$ cat src/rtl/range_tracker.sv
`default_nettype none
// ============================================================================
// Module   : range_tracker
// Purpose  : Tracks the running maximum, minimum and accepted-sample count of
//            a framed sample stream delimited by go/finish. At frame end it
//            publishes registered max, min, range (max - min, WIDTH+1 bits,
//            never negative), a saturating count and a one-cycle done strobe.
//            Protocol violations enter a latched error state that is left
//            only by a legal go.
// Ports    : clock      - sole clock, rising edge
//            reset      - synchronous, active-high reset
//            data_in    - sample (WIDTH bits)
//            data_valid - qualifies data_in this cycle (ignored on the go cycle)
//            go         - frame start; data_in that cycle is the first sample
//            finish     - frame end; data_in that cycle counts if data_valid
//            max_out    - frame maximum
//            min_out    - frame minimum
//            range      - max - min, WIDTH+1 bits
//            count      - accepted samples in frame, saturating
//            count_sat  - counter saturated during the frame
//            done       - one-cycle result strobe
//            error      - latched protocol error
// Revision : 1.0 - initial release
// ============================================================================
module range_tracker #(
  parameter int WIDTH       = 8,
  parameter int COUNT_WIDTH = 8,
  parameter int SIGNED      = 0
) (
  input  logic                   clock,
  input  logic                   reset,
  input  logic [WIDTH-1:0]       data_in,
  input  logic                   data_valid,
  input  logic                   go,
  input  logic                   finish,
  output logic [WIDTH-1:0]       max_out,
  output logic [WIDTH-1:0]       min_out,
  output logic [WIDTH:0]         range,
  output logic [COUNT_WIDTH-1:0] count,
  output logic                   count_sat,
  output logic                   done,
  output logic                   error
);

  typedef enum logic [1:0] {
    S_IDLE = 2'd0,
    S_RUN  = 2'd1,
    S_ERR  = 2'd2
  } state_t;

  state_t                 r_state;
  logic                   r_go_prev;
  logic [WIDTH-1:0]       r_max;
  logic [WIDTH-1:0]       r_min;
  logic [COUNT_WIDTH-1:0] r_cnt;
  logic                   r_sat;

  logic [WIDTH-1:0]       r_max_out;
  logic [WIDTH-1:0]       r_min_out;
  logic [WIDTH:0]         r_range;
  logic [COUNT_WIDTH-1:0] r_count;
  logic                   r_count_sat;
  logic                   r_done;
  logic                   r_error;

  logic                   w_go_rise;
  logic                   w_gt;
  logic                   w_lt;
  logic                   w_cnt_full;
  logic [WIDTH-1:0]       w_max_nxt;
  logic [WIDTH-1:0]       w_min_nxt;
  logic [COUNT_WIDTH-1:0] w_cnt_nxt;
  logic                   w_sat_nxt;
  logic [WIDTH:0]         w_max_ext;
  logic [WIDTH:0]         w_min_ext;
  logic [WIDTH:0]         w_range_nxt;

  // Only a fresh go edge aborts a running frame; go held high is harmless.
  assign w_go_rise = go & ~r_go_prev;

  assign w_gt = (SIGNED != 0) ? ($signed(data_in) > $signed(r_max))
                              : (data_in > r_max);
  assign w_lt = (SIGNED != 0) ? ($signed(data_in) < $signed(r_min))
                              : (data_in < r_min);

  assign w_cnt_full = &r_cnt;

  // Post-update frame values; these feed both the running registers and,
  // on the finish cycle, the result registers.
  assign w_max_nxt = (data_valid && w_gt) ? data_in : r_max;
  assign w_min_nxt = (data_valid && w_lt) ? data_in : r_min;
  assign w_cnt_nxt = (data_valid && !w_cnt_full) ? r_cnt + COUNT_WIDTH'(1) : r_cnt;
  // Saturation flags a sample that could not be counted.
  assign w_sat_nxt = r_sat | (data_valid & w_cnt_full);

  // One extra bit keeps max - min non-negative for the full input span.
  assign w_max_ext   = {((SIGNED != 0) ? w_max_nxt[WIDTH-1] : 1'b0), w_max_nxt};
  assign w_min_ext   = {((SIGNED != 0) ? w_min_nxt[WIDTH-1] : 1'b0), w_min_nxt};
  assign w_range_nxt = w_max_ext - w_min_ext;

  always_ff @(posedge clock) begin
    if (reset) begin
      r_state     <= S_IDLE;
      r_go_prev   <= 1'b0;
      r_max       <= '0;
      r_min       <= '0;
      r_cnt       <= '0;
      r_sat       <= 1'b0;
      r_max_out   <= '0;
      r_min_out   <= '0;
      r_range     <= '0;
      r_count     <= '0;
      r_count_sat <= 1'b0;
      r_done      <= 1'b0;
      r_error     <= 1'b0;
    end else begin
      r_go_prev <= go;
      r_done    <= 1'b0;
      case (r_state)
        S_IDLE, S_ERR: begin
          if (go && !finish) begin
            // The go sample is always accepted regardless of data_valid.
            r_state <= S_RUN;
            r_max   <= data_in;
            r_min   <= data_in;
            r_cnt   <= COUNT_WIDTH'(1);
            r_sat   <= 1'b0;
            r_error <= 1'b0;
          end else if (finish) begin
            r_state <= S_ERR;
            r_error <= 1'b1;
          end
        end
        S_RUN: begin
          if (w_go_rise) begin
            r_state <= S_ERR;
            r_error <= 1'b1;
          end else begin
            r_max <= w_max_nxt;
            r_min <= w_min_nxt;
            r_cnt <= w_cnt_nxt;
            r_sat <= w_sat_nxt;
            if (finish) begin
              r_max_out   <= w_max_nxt;
              r_min_out   <= w_min_nxt;
              r_range     <= w_range_nxt;
              r_count     <= w_cnt_nxt;
              r_count_sat <= w_sat_nxt;
              r_done      <= 1'b1;
              r_state     <= S_IDLE;
            end
          end
        end
        default: r_state <= S_IDLE;
      endcase
    end
  end

  assign max_out   = r_max_out;
  assign min_out   = r_min_out;
  assign range     = r_range;
  assign count     = r_count;
  assign count_sat = r_count_sat;
  assign done      = r_done;
  assign error     = r_error;

endmodule
`default_nettype wire

$ cat config.mk
export PLATFORM = sky130hd
export DESIGN_NAME = range_tracker
export DESIGN_NICKNAME = d
export VERILOG_FILES = /design/src/rtl/range_tracker.sv
export SDC_FILE = /design/constraint.sdc
export NUM_CORES = 1
export LEC_CHECK = 0
export CAP_MARGIN = 25
export CORE_MARGIN = 2
export CORE_UTILIZATION = 61
export CTS_BUF_LIST = sky130_fd_sc_hd__clkbuf_4
export DETAILED_ROUTE_END_ITERATION = 8
export DONT_BUFFER_PORTS = 1
export GPL_TIMING_DRIVEN = 0
export HOLD_SLACK_MARGIN = 0.12
export PLACE_DENSITY = 0.77
export SLEW_MARGIN = 20
export SYNTH_ARGS = -nofsm -noshare
export SYNTH_HDL_FRONTEND = slang
export SYNTH_SLANG_ARGS = --single-unit
export TNS_END_PERCENT = 30
$ cat constraint.sdc
create_clock -name clock -period 4.4 [get_ports clock]
set_input_delay 0.66 -clock clock [delete_from_list [all_inputs] [get_ports clock]]
set_output_delay 0.66 -clock clock [all_outputs]
set_load 0.05 [all_outputs]
==> metrics.yaml, run 1 <==
yosys:
  synth_edf_count: 0
  yosysUniqueCellTypes: 54
  yosysWarnings: 0
  synth-main-ff-cell: "dfxtp_1"
  synth.avg_cell_area_um2: 8.540
  async_flop_share_pct: 0
  yosys-top-cells-area: "dfxtp_1, ha_1, nor2_1, a21oi_1, o21ai_0"
  synth_cells: 384
  synth-seq-area-share_pct: 39.07
  synth_top_area_share_pct: 39.07
  yosysTopAreaCell: "dfxtp_1"
  yosys_register_bits: 64
  netlist_area_mm2: 0.003279
  synth_fp_nets: 421
finish:
  nNetsFinal: 432
  diodes: 0
  final_area_mm2: 0.003521
  syn2layout_area_growth_pct: 7.364
  drive_gt1_share_pct: 8.750
  utilization_pct: 68.50
placed_design:
  port_buffers: 0
  place_hpwl_um: 5421
  place.gp.congestion: 0.8466
  place_area_mm2: 0.003367
route:
  drtPass1Iterations: 5
  ant_nets: 0
  wire_per_inst_um: 15.38
  drt_iter0_markers: 134
  drc_errors: 0
  wl_um: 7227
  via_per_inst: 5.785
  vias: 2719
clock_network:
  clock_latency_ns: 0.40
  numCtsBuffers: 9
  clock_path_buffers: 2
  cts_tree: "done"
  hold_buffers: 0
  root_buffer: "clkbuf_4"
  cts_resized: 0
  cts_sinks: 64
  clk_pin_slew_ns: 0.10
  cts-htree-levels: 3
  post-cts-setup-buffers: 0
power_and_ir_drop:
  power_density_mw_per_mm2: 371.7
  switchingPower_uw: 375.9
  seq_power_share_pct: 47.5
  p_comb_share_pct: 18.4
  ir_drop_v: 0.0002344
  p_clk_share_pct: 34.1
  sw_frac_of_total_pct: 28.73
  leakage_uw: 0.001407
  p_int_uw: 932.7
sta:
  fmax_mhz: 267.0
  fin_crit_ns: 3.745
  rsz0062_at_grt: "no"
  relSlewSlack_pct: 54.14
  fin_skew_ns: 0.01138
  maxSlewViolCount: 0
  fin_tns_setup_ns: 0
  period_share_pct: 85.12
  tightest_slew_ns: 0.6878
  setup_violations: 0
  hold_viol: 0
global_route:
  grt_pass1_vias: 2442
  antenna_found_initial: 0
  grt_max_degree: 11
  grt_pass1_wl_um: 11730
  gr-total-overflow: 0
  grt_use_total_pct: 25.09
critical_path:
  rr_worst_depth: 14
  cp.arrival_ns: 4.04
  crit_path_end_kind: "flip-flop"
  required_ns: 4.69
  crit_type: "reg -> reg"
  start_kind: "flip-flop"
  cp_max_fo: 10
floorplanning:
  start_util_pct: 63.80
  die_y_um: 77.32
  num_rows: 26
  fp.dieW_um: 77.32
  die_area_mm2: 0.005978
  io_pins: 49
  core_area_mm2: 0.005140
run_status:
  status: "finished clean"
job:
  drv_cap: 0
hold_path:
  worstHoldPathCells: 2
  min_path_type: "in -> reg"
-- flip-flops by register name, summed over array words and instances, names as in the netlist, 2 cells and up --
register	cells
count	8
r_state	2
r_max	8
r_cnt	8
range	9
max_out	8
min_out	8
r_min	8
-- Yosys cell counts (2+ instances only) --
| library cell | n |
|---|---|
| nand3b_1 | 2 |
| dfxtp_1 | 64 |
| xor2_1 | 3 |
| buf_2 | 2 |
| or3_1 | 5 |
| a21oi_1 | 34 |
| or2_2 | 3 |
| and2_1 | 5 |
| nor3_1 | 2 |
| a22oi_1 | 3 |
| inv_1 | 24 |
| and4_1 | 2 |
| o21ai_1 | 3 |
| a22o_1 | 11 |
| nand4_1 | 2 |
| nor2_1 | 52 |
| nor2b_1 | 3 |
| o211ai_1 | 2 |
| o31a_1 | 2 |
| mux2i_1 | 12 |
| nand2b_1 | 2 |
| o21ai_0 | 30 |
| and3_1 | 2 |
| xnor2_1 | 8 |
| nand3_1 | 8 |
| ha_1 | 23 |
| mux2_2 | 7 |
| nand2_1 | 30 |
| a211oi_1 | 2 |
| clkbuf_1 | 12 |
-- routing by layer --
| layer | wire [µm] | track usage (%) |
|---|---|---|
| met5 | 0 | 0 |
| met2 | 3037 | 36.61 |
| met3 | 596 | 7.529 |
| met1 | 3515 | 34.94 |
| met4 | 77 | 9.286 |
-- cells by family after synthesis --
| group | after synthesis | share of synthesized area, % |
|---|---|---|
| and+or+nand+nor | 123 | 17.36 |
| AOI/OAI and AO/OA | 102 | 19.99 |
| DFF | 64 | 39.07 |
| buffers and inverters | 39 | 4.540 |
| adders and majority gates | 26 | 10.03 |
| muxes | 19 | 6.067 |
| xor gates and xnor gates | 11 | 2.938 |
-- worst paths after layout --
check	from	slack [ns]	end
min	data_in[7]	0.40	r_max[7]
min reg2reg	r_min[7]	0.50	r_min[7]
max reg2reg	r_min[7]	0.65	range[7]
max	r_min[7]	0.65	range[7]
-- power groups by stage --
| stage | clock, µW | combinational (µW) | sequential (µW) |
|---|---|---|---|
| global placement | 0 | 231 | 634 |
| finish | 446 | 241 | 622 |
| global route | 476 | 268 | 624 |
| floorplan | 0 | 190 | 632 |
| detailed placement | 0 | 236 | 635 |
| CTS | 450 | 237 | 622 |
-- worst max-delay path: stages, from the launching register on --
cell      delay (ns)
dfxtp_1         0.34
inv_1           0.05
ha_1            0.30
and3_1          0.21
o21a_2          0.14
a21oi_4         0.27
clkbuf_1        0.38
nor2_1          0.08
a21oi_1         0.36
ha_1            0.30
a21oi_1         0.25
a311oi_1        0.16
o311ai_0        0.52
a21oi_1         0.12
nand3b_1        0.16
-- area by class of cell --
type,instances,area [µm²]
clock buffer,11,82.58
buffer,15,58.81
tap,70,87.58
fill,449,1619
clock inverter,5,71.32
multi-input combinational,281,1849
sequential,64,1281
inverter,24,90.09
-- metrics by stage --
step           power (µW)  setup slack, ns  hold WS [ns]  std cells
2_1_floorplan       822.5           0.9274        0.4552        384
3_3_place_gp        865.5           0.4828        0.4737        454
3_5_place_dp        870.7           0.4216        0.4815        454
4_1_cts              1309           0.6916        0.3778        470
5_1_grt              1369           0.3088        0.3690        470
6_report             1309           0.6546        0.3978        470
-- layout by cell type, fill, tap and decap left out, types with 7 or more instances in the layout --
master,n
nand2_1,30
a22o_1,11
ha_1,23
clkbuf_4,11
mux2_2,7
dfxtp_1,64
inv_1,24
o21ai_0,30
nand3_1,8
mux2i_1,12
nor2_1,52
a21oi_1,34
xnor2_1,8
clkbuf_1,12
No activity file was read; power rests on OpenSTA's default activity.
==> run 2, diff against run 1 <==
- CTS_CLUSTER_SIZE: not set -> 14
==> results of run 2 <==
Final layout, timing and power as in run 1 (identical DEF).
